File: src/rtl/ac97_input_deframer_pkg.sv
// AC97 frame geometry shared by the receive deframer and the output generator.
package ac97_input_deframer_pkg;

  localparam int FRAME_LEN = 256;
  localparam int TAG_BITS  = 16;
  localparam int SLOT_BITS = 20;

  // Bit index of the last bit in a frame; the next sync rise must land here.
  localparam logic [7:0] B_LAST     = 8'(FRAME_LEN - 1);
  // Last bit of the tag slot.
  localparam logic [7:0] B_TAG_END  = 8'(TAG_BITS - 1);
  // First bit index where sync must already be low again (sync is 16 bits wide).
  localparam logic [7:0] B_SYNC_LOW = 8'(TAG_BITS - 1);

  // Tag bit carrying codec ready.
  localparam int TAG_READY_BIT = 15;

  // Last bit index of slot n (1..12).
  function automatic logic [7:0] slot_end(input int n);
    return 8'(TAG_BITS + SLOT_BITS * n - 1);
  endfunction

endpackage

File: src/rtl/ac97_frame_counter.sv
// Frame alignment: sync-rise detect, bit counter, HUNT/RECV state, error detect.
//
//  state | meaning
//  HUNT  | not aligned, waiting for a sync rise
//  RECV  | inside a frame, bit_idx is the index of the bit sampled this edge
module ac97_frame_counter
  import ac97_input_deframer_pkg::*;
#(
  parameter bit SYNC_LEN_CHECK = 1'b1
) (
  input  logic       clk,
  input  logic       rst,
  input  logic       sync,
  output logic [7:0] bit_idx,
  output logic       in_frame,
  output logic       frame_error
);

  localparam logic [0:0] ST_HUNT = 1'b0;
  localparam logic [0:0] ST_RECV = 1'b1;

  logic [0:0] state;
  logic       sync_prev;
  logic       sync_rise;
  logic       len_bad;

  assign sync_rise = sync & ~sync_prev;
  assign in_frame  = (state == ST_RECV);

  // Sync must stay high through bit 14 and stay low from bit 15 until the next frame.
  always_comb begin
    len_bad = 1'b0;
    if (SYNC_LEN_CHECK && state == ST_RECV) begin
      if (bit_idx < B_SYNC_LOW)
        len_bad = ~sync;
      else if (bit_idx != B_LAST)
        len_bad = sync;
    end
  end

  // A rise always restarts the frame, even when it also signals an error.
  always_ff @(posedge clk or posedge rst) begin
    if (rst) begin
      state       <= ST_HUNT;
      bit_idx     <= '0;
      sync_prev   <= 1'b0;
      frame_error <= 1'b0;
    end else begin
      sync_prev   <= sync;
      frame_error <= 1'b0;
      if (sync_rise) begin
        if (state == ST_RECV && (bit_idx != B_LAST || len_bad))
          frame_error <= 1'b1;
        state   <= ST_RECV;
        bit_idx <= '0;
      end else if (state == ST_RECV) begin
        if (bit_idx == B_LAST || len_bad) begin
          frame_error <= 1'b1;
          state       <= ST_HUNT;
          bit_idx     <= '0;
        end else begin
          bit_idx <= bit_idx + 8'd1;
        end
      end
    end
  end

endmodule

File: src/rtl/ac97_input_deframer.sv
// AC97 receive deframer: tag, slot 1/2 register status and slot 3/4 PCM capture.
module ac97_input_deframer
  import ac97_input_deframer_pkg::*;
#(
  parameter int PCM_WIDTH      = 16,
  parameter bit SYNC_LEN_CHECK = 1'b1
) (
  input  logic                 ac97_bitclk,
  input  logic                 reset,
  input  logic                 ac97_sync,
  input  logic                 ac97_sdata_in,
  output logic                 codec_ready,
  output logic [11:0]          slot_valid,
  output logic [9:0]           slot_request,
  output logic [6:0]           status_addr,
  output logic [15:0]          status_data,
  output logic                 status_valid,
  output logic [PCM_WIDTH-1:0] pcm_left,
  output logic [PCM_WIDTH-1:0] pcm_right,
  output logic                 pcm_valid,
  output logic                 frame_error,
  output logic                 in_frame
);

  localparam logic [7:0] B_SLOT1_END = slot_end(1);
  localparam logic [7:0] B_SLOT2_END = slot_end(2);
  localparam logic [7:0] B_SLOT3_END = slot_end(3);
  localparam logic [7:0] B_SLOT4_END = slot_end(4);

  logic [7:0]           bit_idx;
  // Bit 19 of the window is never needed after the shift, so only 19 bits are stored.
  logic [SLOT_BITS-2:0] shift_q;
  logic [SLOT_BITS-1:0] shift_d;
  logic [16:0]          slot1_pend;   // slot 1 bits 18:2
  logic [PCM_WIDTH-1:0] slot3_pend;
  logic                 status_ok;
  logic                 pcm_ok;

  ac97_frame_counter #(
    .SYNC_LEN_CHECK(SYNC_LEN_CHECK)
  ) u_frame_counter (
    .clk        (ac97_bitclk),
    .rst        (reset),
    .sync       (ac97_sync),
    .bit_idx    (bit_idx),
    .in_frame   (in_frame),
    .frame_error(frame_error)
  );

  // Window including the bit sampled this edge, so commits see the complete slot.
  assign shift_d   = {shift_q, ac97_sdata_in};
  // slot_valid[12-n] flags slot n.
  assign status_ok = codec_ready & slot_valid[11] & slot_valid[10];
  assign pcm_ok    = codec_ready & slot_valid[9] & slot_valid[8];

  // Shift while in a frame and commit each slot on the edge that samples its last bit.
  always_ff @(posedge ac97_bitclk or posedge reset) begin
    if (reset) begin
      shift_q      <= '0;
      slot1_pend   <= '0;
      slot3_pend   <= '0;
      codec_ready  <= 1'b0;
      slot_valid   <= '0;
      slot_request <= '0;
      status_addr  <= '0;
      status_data  <= '0;
      status_valid <= 1'b0;
      pcm_left     <= '0;
      pcm_right    <= '0;
      pcm_valid    <= 1'b0;
    end else begin
      status_valid <= 1'b0;
      pcm_valid    <= 1'b0;
      if (in_frame) begin
        shift_q <= shift_d[SLOT_BITS-2:0];
        case (bit_idx)
          B_TAG_END: begin
            codec_ready <= shift_d[TAG_READY_BIT];
            slot_valid  <= shift_d[14:3];
          end
          B_SLOT1_END: slot1_pend <= shift_d[18:2];
          B_SLOT2_END: begin
            if (status_ok) begin
              status_addr  <= slot1_pend[16:10];
              slot_request <= slot1_pend[9:0];
              status_data  <= shift_d[19:4];
              status_valid <= 1'b1;
            end
          end
          B_SLOT3_END: slot3_pend <= shift_d[SLOT_BITS-1 -: PCM_WIDTH];
          B_SLOT4_END: begin
            if (pcm_ok) begin
              pcm_left  <= slot3_pend;
              pcm_right <= shift_d[SLOT_BITS-1 -: PCM_WIDTH];
              pcm_valid <= 1'b1;
            end
          end
          default: ;
        endcase
      end
    end
  end

endmodule

File: config.mk
export PLATFORM = sky130hd
export DESIGN_NAME = ac97_input_deframer
export DESIGN_NICKNAME = d
export VERILOG_FILES = /design/src/rtl/ac97_input_deframer_pkg.sv /design/src/rtl/ac97_frame_counter.sv /design/src/rtl/ac97_input_deframer.sv
export SDC_FILE = /design/constraint.sdc
export NUM_CORES = 1
export LEC_CHECK = 0
export ABC_AREA = 1
export BUFFER_PORTS_ARGS = -buffer_cell sky130_fd_sc_hd__buf_2
export CAP_MARGIN = 0
export CORE_UTILIZATION = 55
export DETAILED_ROUTE_END_ITERATION = 12
export PLACE_DENSITY_LB_ADDON = 0.15
export RECOVER_POWER = 100
export SLEW_MARGIN = 20
export SYNTH_ARGS = -nofsm -noshare
export SYNTH_HDL_FRONTEND = slang
export SYNTH_SLANG_ARGS = --single-unit
File: constraint.sdc
create_clock -name ac97_bitclk -period 6.9 [get_ports ac97_bitclk]
set_input_delay 0.345 -clock ac97_bitclk [delete_from_list [all_inputs] [get_ports ac97_bitclk]]
set_output_delay 0.345 -clock ac97_bitclk [all_outputs]
set_load 0.05 [all_outputs]
# Word level (Yosys, flattened, before mapping)
# Cells that the tools add are included.
# op_classes
add_sub_neg	1
n_lt_le_gt_ge	1
n_eq_ne	7
mux	19
bitwise_logic	7
n_reduce_logical	9
# ops
operator	n
8-bit two-way mux	3
8-bit by 6-bit equality test with 1-bit output, second input constant	2
8-bit by 7-bit equality test with 1-bit output, second input constant	2
1-bit two-way mux	16
8-bit by 1-bit adder with 8-bit output, second input constant	1
8-bit by 4-bit equality test with 1-bit output, second input constant	1
8-bit equality test, second input constant	1
8-bit by 4-bit less-than comparator with 1-bit output, second input constant	1
8-bit != test, second input constant	1
2-bit AND reduction	3
3-bit AND reduction	2
1-bit AND	5
1-bit logical OR	2
1-bit NOT	2
2-bit nonzero test	1
1-bit logical AND	1
# totals
reg_bits	143

# Longest topological paths before layout
# Gate-level depths: netlist (run 1).
# depth
ltp_word	8
ltp_mapped	9
depth_no_buf	9

# Cells and area by module
# A second synthesis (run 1) with hierarchy kept.
# hier_totals
hier_cells	694
hier_area_um2	6114.6
# by_module_without_submodules
mod	instances	cells_per_inst	area_per_inst_um2	seq_area_each_um2
ac97_input_deframer	1	604	5444.0	3303.2
ac97_frame_counter	1	90	670.6	275.3

# Least setup slack after synthesis (run 1)
# No wires, ideal clock.
# synth_path
kind	reg-to-reg
from	register u_frame_counter.state (netlist: u_frame_counter.in_frame)
to	register slot_request[0]
arrival_ns	1.543
path_slack_ns	5.239
path_stages_with_launch	8
path_buffers	2
synth_period_minus_slack_ns	1.661
path_cell_list	dfrtp_1 > inv_2 > nor3_2 > nand3_2 > buf_2 > buf_6 > nand2_1 > nand2_1
# synth_via
elab_chain_len	1
# synth_rtl
item	line_no	source
from (decl)	ac97_frame_counter.sv:22	logic [0:0] state;
from (signal assigned)	ac97_frame_counter.sv:44	state <= ST_HUNT;
from (signal assigned)	ac97_frame_counter.sv:54	state <= ST_RECV;
from (signal assigned)	ac97_frame_counter.sv:59	state <= ST_HUNT;
3-bit AND reduction (no line)	-	
to (signal assigned)	ac97_input_deframer.sv:85	slot_request <= slot1_pend[9:0];
to (decl)	ac97_input_deframer.sv:14	output logic [9:0] slot_request,
# Every way passes these cells.
# A chain may end at the register's enable or synchronous reset.

# Worst setup path in the final report (run 1)
# layout_path
from	register u_frame_counter.state (netlist: u_frame_counter.in_frame)
to	register status_addr[0]
# layout_via
elab_chain_len	1
# layout_rtl
item	line_no	source
3-bit AND reduction (no line)	-	
to (signal assigned)	ac97_input_deframer.sv:84	status_addr <= slot1_pend[16:10];
to (decl)	ac97_input_deframer.sv:15	output logic [6:0] status_addr,
# Every way passes these cells.

==> summary.txt, run 1 <==
Cells and area
  – Nets: 671
  – Fin util: 66.63%
  – Layout area overhead: 17.67%
  – Fin area: 6482 sq um
  – Fin cells: 811
  – Multi-input combinational cell area: 1635 sq um
  – Ratio of cells with drive above 1 in the final layout: 5.752%
  – Reg area: 3578 sq um
  – Antenna diodes: 0
  – # fillers: 813

Run
  – Maxcap violations: 4

Critical path
  – Setup crit end kind: flip-flop
  – R2r worst-path depth: 6
  – Max FO, Critical Path: 50
  – Kind of critical path: reg -> reg
  – WP data required: 7.35 ns
  – Reg2reg setup slack: 2.82 ns
  – Crit start category: flip-flop
  – Critical Path AT: 4.53 ns

Logic synthesis
  – YS warnings: 0
  – Mean Syn Cell Area: 9.417 sq um
  – Mapped cell area: 5509 sq um
  – Synth area leader: dfrtp_1
  – Synthesis-stage register bit count: 143
  – Area contributors post-synth: dfrtp_1, nand2_1, o21ai_0
  – Yosys cell types: 26
  – Mapped Cells: 585
  – Register area share after synthesis: 64.96%
  – Net Count, Synth: 590
  – Post-synth top area share: 64.96%

Die
  – Die height: 102.1 microns
  – IO Pins: 86
  – Site Rows: 36
  – Initial Util: 56.62%
  – Die width: 102.1 microns
  – Die area: 10,420 sq um
  – Core area: 9729 sq um

Clocking
  – Hold-fix buffers, CTS: 2
  – Inserted Clock Buffers: 17
  – CTS resizes: 0
  – Worst skew pair latency: 0.52 ns
  – Setup Buffers After CTS: 0
  – CTS tree: yes
  – H-tree depth: 4
  – CTS root buf: clkbuf_8
  – Clk buf depth: 2
  – Worst-path clk slew: 0.06 ns
  – Clock Sinks: 143

Global routing
  – Total grt overflow: 0
  – Antenna violations before repair: 0
  – Vias in the first global route: 3,869
  – GRT Resource Usage Total: 25.75%
  – Global-route wire length before repair: 19.73 mm
  – Largest net degree at the start of global routing: 89

STA
  – WHS: 0.04608 ns
  – Min cycle time layout: 4.075 ns
  – Worst Skew: 0.02206 ns
  – Min setup slack post-route: 2.825 ns
  – Setup_tns: 0 ns
  – Final hold vios: 0
  – Max Clock Freq: 245.4 MHz
  – Final worst-path cycle share: 59.06%
  – Slew margin rel.: -63.71%
  – Final Max Tran Viols: 247
  – RSZ-0062 raised after global routing: false
  – Final setup viols: 0
  – Slew @ Worst Pin: 2.442 ns

Placed design
  – Hpwl dp: 7.824 mm
  – Placed Area: 5979 sq um
  – Dpl cells: 778
  – IO Port Bufs: 85
  – Place WS: 3.931 ns
  – Final RePlAce weighted congestion: 0.9559

Power and ir drop
  – Pwr Total: 1.967 mW
  – VDD IR max: 0.2142 mV
  – Pleak: 3.177 nW
  – Pwr dens: 303.4 nW/um^2

Routing
  – DRC viols: 0
  – Wire length per cell: 15.31 microns
  – Vias per Instance: 5.191
  – Via count: 4,210
  – DR pass1 iterations: 4
  – Detail Route Antenna Nets: 0
  – Drt first-iter violations: 233
  – Total Wirelength: 12.42 mm

Outcome
  – Violated checks: max-capacitance violations, max-slew violations
  – Status: complete, but fails checks

Worst hold path
  – Worst Hold Class: in -> reg
  – Hold Path Stages: 3
-- synth_stat cells, drive strengths merged --
cell	instances
inv	33
ha	1
clkinv	1
buf	13
nor2	10
dfrtp	143
a21oi	2
and3	1
clkbuf	14
xor2	2
o21ai	98
nand3	8
nor3	6
nand4	8
nand2	243
or2	1
xnor2	1
-- path summary, 6_finish.rpt --
kind | start | endpoint
min in group asynchronous | reset | u_frame_counter.bit_idx[2]
setup reg to reg | u_frame_counter.in_frame | status_addr[0]
hold reg to reg | shift_q[10] | shift_q[11]
setup / recovery | u_frame_counter.in_frame | status_addr[0]
hold / removal | ac97_sdata_in | shift_q[0]
max in group asynchronous | reset | slot1_pend[12]
-- registers in the layout (all words and copies together) (netlist names) --
name / flops
shift_q: 19
slot1_pend: 17
pcm_left: 16
pcm_right: 16
slot3_pend: 16
status_data: 16
slot_valid: 12
slot_request: 10
u_frame_counter.bit_idx: 8
status_addr: 7
codec_ready: 1
pcm_valid: 1
status_valid: 1
u_frame_counter.frame_error: 1
u_frame_counter.in_frame: 1
u_frame_counter.sync_prev: 1
-- per-layer routing --
layer / share of wire, % / track usage (%)
met3: 5.0 / 5.814
met5: 0 / 0
met4: 1.0 / 9.231
met2: 48 / 41.35
met1: 46 / 34.76
-- where the power goes --
part	leakage (nW)	switching, mW	internal, mW
logic	0.891	0.102	0.0174
clock network	0.306	0.344	0.609
registers	1.98	0.0218	0.872
-- kinds of logic after synthesis --
kind of cell | count (synthesis) | synth area share [%]
AOI/OAI and AO/OA | 100 | 9.357
xor gates and xnor gates | 3 | 0.4770
adders and majority gates | 1 | 0.2271
buffers and inverters | 61 | 4.883
DFF | 143 | 64.96
and+or+nand+nor | 277 | 20.10
-- critical path, stage by stage, from the launching register on --
cell and delay (ns):
dfrtp_1 1.07, inv_1 0.24, nor3_1 0.27, nand3_1 1.15, inv_1 1.05, nand2_1 0.12
nand2_1 0.09
-- cells in the final DEF, fill, tap and decap left out, types with 2 or more instances in the layout --
cell type / synthesis / final
nor3_1: 5 / 6
clkbuf_8: 0 / 3
inv_1: 31 / 32
a21oi_1: 2 / 2
clkbuf_1: 14 / 85
bufinv_16: 0 / 4
nand4_1: 8 / 8
o21ai_0: 94 / 97
nor2_1: 9 / 9
dfrtp_1: 143 / 143
buf_2: 5 / 2
nand2_1: 242 / 242
nand3_1: 5 / 7
inv_6: 0 / 3
dlygate4sd3_1: 0 / 2
clkbuf_16: 0 / 16
xor2_1: 2 / 2
clkinv_4: 0 / 3
-- cell type report --
cell class / count / area share [%]
clock buffer: 20 / 6.871
clock inverter: 11 / 2.741
inverter: 34 / 1.988
multi-input combinational: 381 / 25.23
sequential: 143 / 55.20
tap: 133 / 2.567
timing repair buffer: 89 / 5.404
Power figures use the tool's default switching activity.
==> run 2: changes to the inputs <==
--- a/config.mk
+++ b/config.mk
@@ -5,7 +5,7 @@
 export SDC_FILE = /design/constraint.sdc
 export NUM_CORES = 1
 export LEC_CHECK = 0
-export ABC_AREA = 1
+export ABC_AREA = 0
 export BUFFER_PORTS_ARGS = -buffer_cell sky130_fd_sc_hd__buf_2
 export CAP_MARGIN = 0
 export CORE_UTILIZATION = 55
==> constraint.sdc (replaced) <==
create_clock -name ac97_bitclk -period 3.85 [get_ports ac97_bitclk]
set_input_delay 0.1925 -clock ac97_bitclk [delete_from_list [all_inputs] [get_ports ac97_bitclk]]
set_output_delay 0.1925 -clock ac97_bitclk [all_outputs]
set_load 0.05 [all_outputs]
==> summary.txt, run 2 <==
Critical path
  – Max FO, Critical Path: 31 (-38%)
  – Setup crit end kind: flip-flop
  – Kind of critical path: reg -> reg
  – CP max stage cell: clkbuf_2
  – Critical Path AT: 3.33 ns (-1.20 ns)
  – Worst path max stage delay: 0.71 ns (-0.44 ns)
  – Crit start category: flip-flop
  – Critical path, cell by cell: buf_4 > nand2b_1 > or3b_1 > nor3_1 > clkbuf_2 > mux2_2
  – WP data required: 4.24 ns (-3.11 ns)

Power and ir drop
  – Sw Pwr: 0.8771 mW (+87%)
  – Switch share: 25.33% (+1.5 points)
  – Pwr dens: 529.5 nW/um^2 (+75%)
  – Sequential Power Share: 51.4% (+6.0 points)
  – VDD IR max: 0.3516 mV (+64%)
  – Combinational fraction of design power: 5.1% (-1.0 points)
  – Part of the power in the clock network: 43.6% (-4.9 points)
  – Pleak: 3.181 nW (+0.13%)
  – Int Pwr: 2.586 mW (+73%)

Placed design
  – Place WS: 1.477 ns (-2.454 ns)
  – Final RePlAce weighted congestion: 0.8907 (-6.8%)
  – Hpwl dp: 6.579 mm (-16%)
  – Placed Area: 6122 sq um (+2.4%)
  – IO Port Bufs: 85 (unchanged)

Die
  – Die width: 103.0 microns (+0.93%)
  – Die area: 10,620 sq um (+1.9%)
  – IO Pins: 86 (unchanged)
  – Core area: 9819 sq um (+0.93%)
  – Site Rows: 36 (unchanged)
  – Die height: 103.0 microns (+0.93%)
  – Initial Util: 57.17% (+0.55 points)

Cells and area
  – Reg with most FFs: shift_q
  – # fillers: 793 (-2.5%)
  – Layout area overhead: 16.49%
  – Most common cell after layout, fill and taps aside: dfrtp_1
  – Max reg flops: 19 (unchanged)
  – Most frequent cells in the layout: dfrtp_1, mux2_2, clkbuf_1
  – Biggest regs: shift_q: 19 flops, slot1_pend: 17 flops
  – Nets: 458 (-32%)
  – Antenna diodes: 0 (unchanged)
  – Fin area: 6540 sq um (+0.89%)
  – Ratio of cells with drive above 1 in the final layout: 35.41% (+30 points)

Logic synthesis
  – Post-synth top area share: 63.74% (-1.2 points)
  – Synth area leader: dfrtp_1
  – Synth Flop Type: dfrtp_1
  – Yosys cell types: 38 (+46%)
  – Top post-synthesis cells by count: dfrtp_1, mux2_2, buf_2, o21ai_0, nand3_1
  – Post-synth EDFFs: 0 (unchanged)
  – Async SR Flop Fraction: 100.0% (unchanged)
  – Mean Syn Cell Area: 15.51 sq um (+65%)
  – Mapped Cells: 362 (-38%)
  – Register area share after synthesis: 63.74% (-1.2 points)
  – Synthesis-stage register bit count: 143 (unchanged)
  – Most common cell in the netlist: dfrtp_1
  – Mapped cell area: 5614 sq um (+1.9%)
  – Net Count, Synth: 367 (-38%)
  – Area contributors post-synth: dfrtp_1, mux2_2, buf_2
  – YS warnings: 0 (unchanged)

Global routing
  – Met1 Track Usage GR: 27.63% (-7.1 points)
  – Global-route track usage on met2: 34.67% (-6.7 points)
  – Antenna violations before repair: 0 (unchanged)
  – Total grt overflow: 0 (unchanged)
  – Vias in the first global route: 3,239 (-16%)
  – Most used routing layer: met2
  – Largest net degree at the start of global routing: 144 (+62%)
  – Global-route wire length before repair: 16.57 mm (-16%)
  – GR Util met3: 5.695% (-0.12 points)
  – GRT Resource Usage Total: 21.25% (-4.5 points)

Clocking
  – CTS tree: yes
  – Inserted Clock Buffers: 17 (unchanged)
  – Worst skew pair latency: 0.52 ns (about the same)
  – CTS root buf: clkbuf_8
  – Clock Sinks: 143 (unchanged)
  – Clk buf depth: 2 (unchanged)
  – CTS resizes: 0 (unchanged)
  – Worst-path clk slew: 0.06 ns (about the same)
  – H-tree depth: 4 (unchanged)

Routing
  – Total Wirelength: 10.50 mm (-15%)
  – Via count: 3,242 (-23%)
  – Wire length per cell: 17.52 microns (+14%)
  – Vias per Instance: 5.412 (+4.3%)
  – Drt first-iter violations: 104 (-55%)
  – Detail Route Antenna Nets: 0 (unchanged)
  – DRC viols: 0 (unchanged)
  – DR pass1 iterations: 5 (+1)

STA
  – Final Max Tran Viols: 179 (-28%)
  – Final worst-path cycle share: 76.19% (+17 points)
  – Final hold vios: 0 (unchanged)
  – Worst Skew: 0.006649 ns (-0.01541 ns)
  – Slew margin rel.: -25.33% (+38 points)
  – RSZ-0062 raised after global routing: false
  – Min cycle time layout: 2.933 ns (-1.142 ns)
  – Slew @ Worst Pin: 1.880 ns (-0.5624 ns)
  – Min setup slack post-route: 0.9169 ns (-1.908 ns)
  – Final setup viols: 0 (unchanged)
  – Max Clock Freq: 340.9 MHz (+39%)
  – Setup_tns: 0 ns (unchanged)

Worst hold path
  – Worst Hold Class: in -> reg

Outcome
  – Status: complete, but fails checks
  – Violated checks: max-capacitance violations, max-slew violations

Run
  – Maxcap violations: 2 (-2)
[run 2: changes by cell type after synthesis, moves of 4 or more]
cell / delta
o21ai_0: -85
mux2_2: +129
nand4_1: -4
nand2_1: -237
buf_2: +4
o31ai_1: +4
inv_1: -27
clkbuf_1: -13
[run 2: stage by stage]
stage               utilization [%]  instances  hold WS [ns]  total power, mW
floorplan                         -        362        0.2239            1.868
global placement              62.35        564        0.4329            1.974
detailed placement            62.35        564        0.4304            1.987
CTS                           68.31        599        0.4260            3.495
global route                  66.60        599        0.4566            3.592
finish                        66.60        599        0.4408            3.463
[run 2: cell type report]
cell class	instances	area [sq um]	share of cell area, %
timing repair buffer	91	370.4	5.663
multi-input combinational	196	1851	28.30
clock inverter	12	110.1	1.684
clock buffer	20	445.4	6.811
sequential	143	3578	54.72
tap	133	166.4	2.544
inverter	4	18.77	0.2870
[run 2: cells by family (layout without fill, tap and decap cells)]
group	count (synthesis)	count (layout)	synth area share (%)
mux	131	131	26.25
xor+xnor	1	1	0.1560
fa+ha+maj	1	1	0.2228
buf+inv	23	127	2.474
compound gates	22	22	2.496
flops	143	143	63.74
simple gates	41	41	4.658
[run 2: routing by layer]
layer	vias up	wire length [microns]
li1	1480	-
met1	1653	4633
met2	96	5178
met3	13	539
met4	0	144
met5	-	0
[run 2: power groups by stage]
stage | Sequential [mW] | Clock [mW] | Combinational, mW
global route | 1.80 | 1.60 | 0.191
CTS | 1.78 | 1.53 | 0.183
finish | 1.78 | 1.51 | 0.175
global placement | 1.80 | 0 | 0.172
floorplan | 1.73 | 0 | 0.142
detailed placement | 1.81 | 0 | 0.178
[run 2: worst max-delay path: cells and delay by family (launching register included)]
kind                   cells  cell delay [ns]
and+or+nand+nor            3             0.99
muxes                      1             0.42
buffers and inverters      2             1.05
DFF                        1             0.32
[run 2: path summary, 6_finish.rpt]
kind                                                from                    endpoint  slack, ns  depth (start not counted)
min in group asynchronous                          reset                 shift_q[18]       0.92                          4
worst min register to register             slot3_pend[9]                 pcm_left[9]       0.50                          1
worst max register to register  u_frame_counter.in_frame                 pcm_left[1]       0.92                          6
max in group asynchronous                          reset  u_frame_counter.bit_idx[6]       1.77                          4
worst min-delay path                       ac97_sdata_in                  shift_q[0]       0.44                          3
worst max-delay path            u_frame_counter.in_frame                 pcm_left[1]       0.92                          6
[run 2: timing repair]
item	CTS	global route
hold endpoints to repair	146	0
setup buffers	0	0
hold buffers	3	0
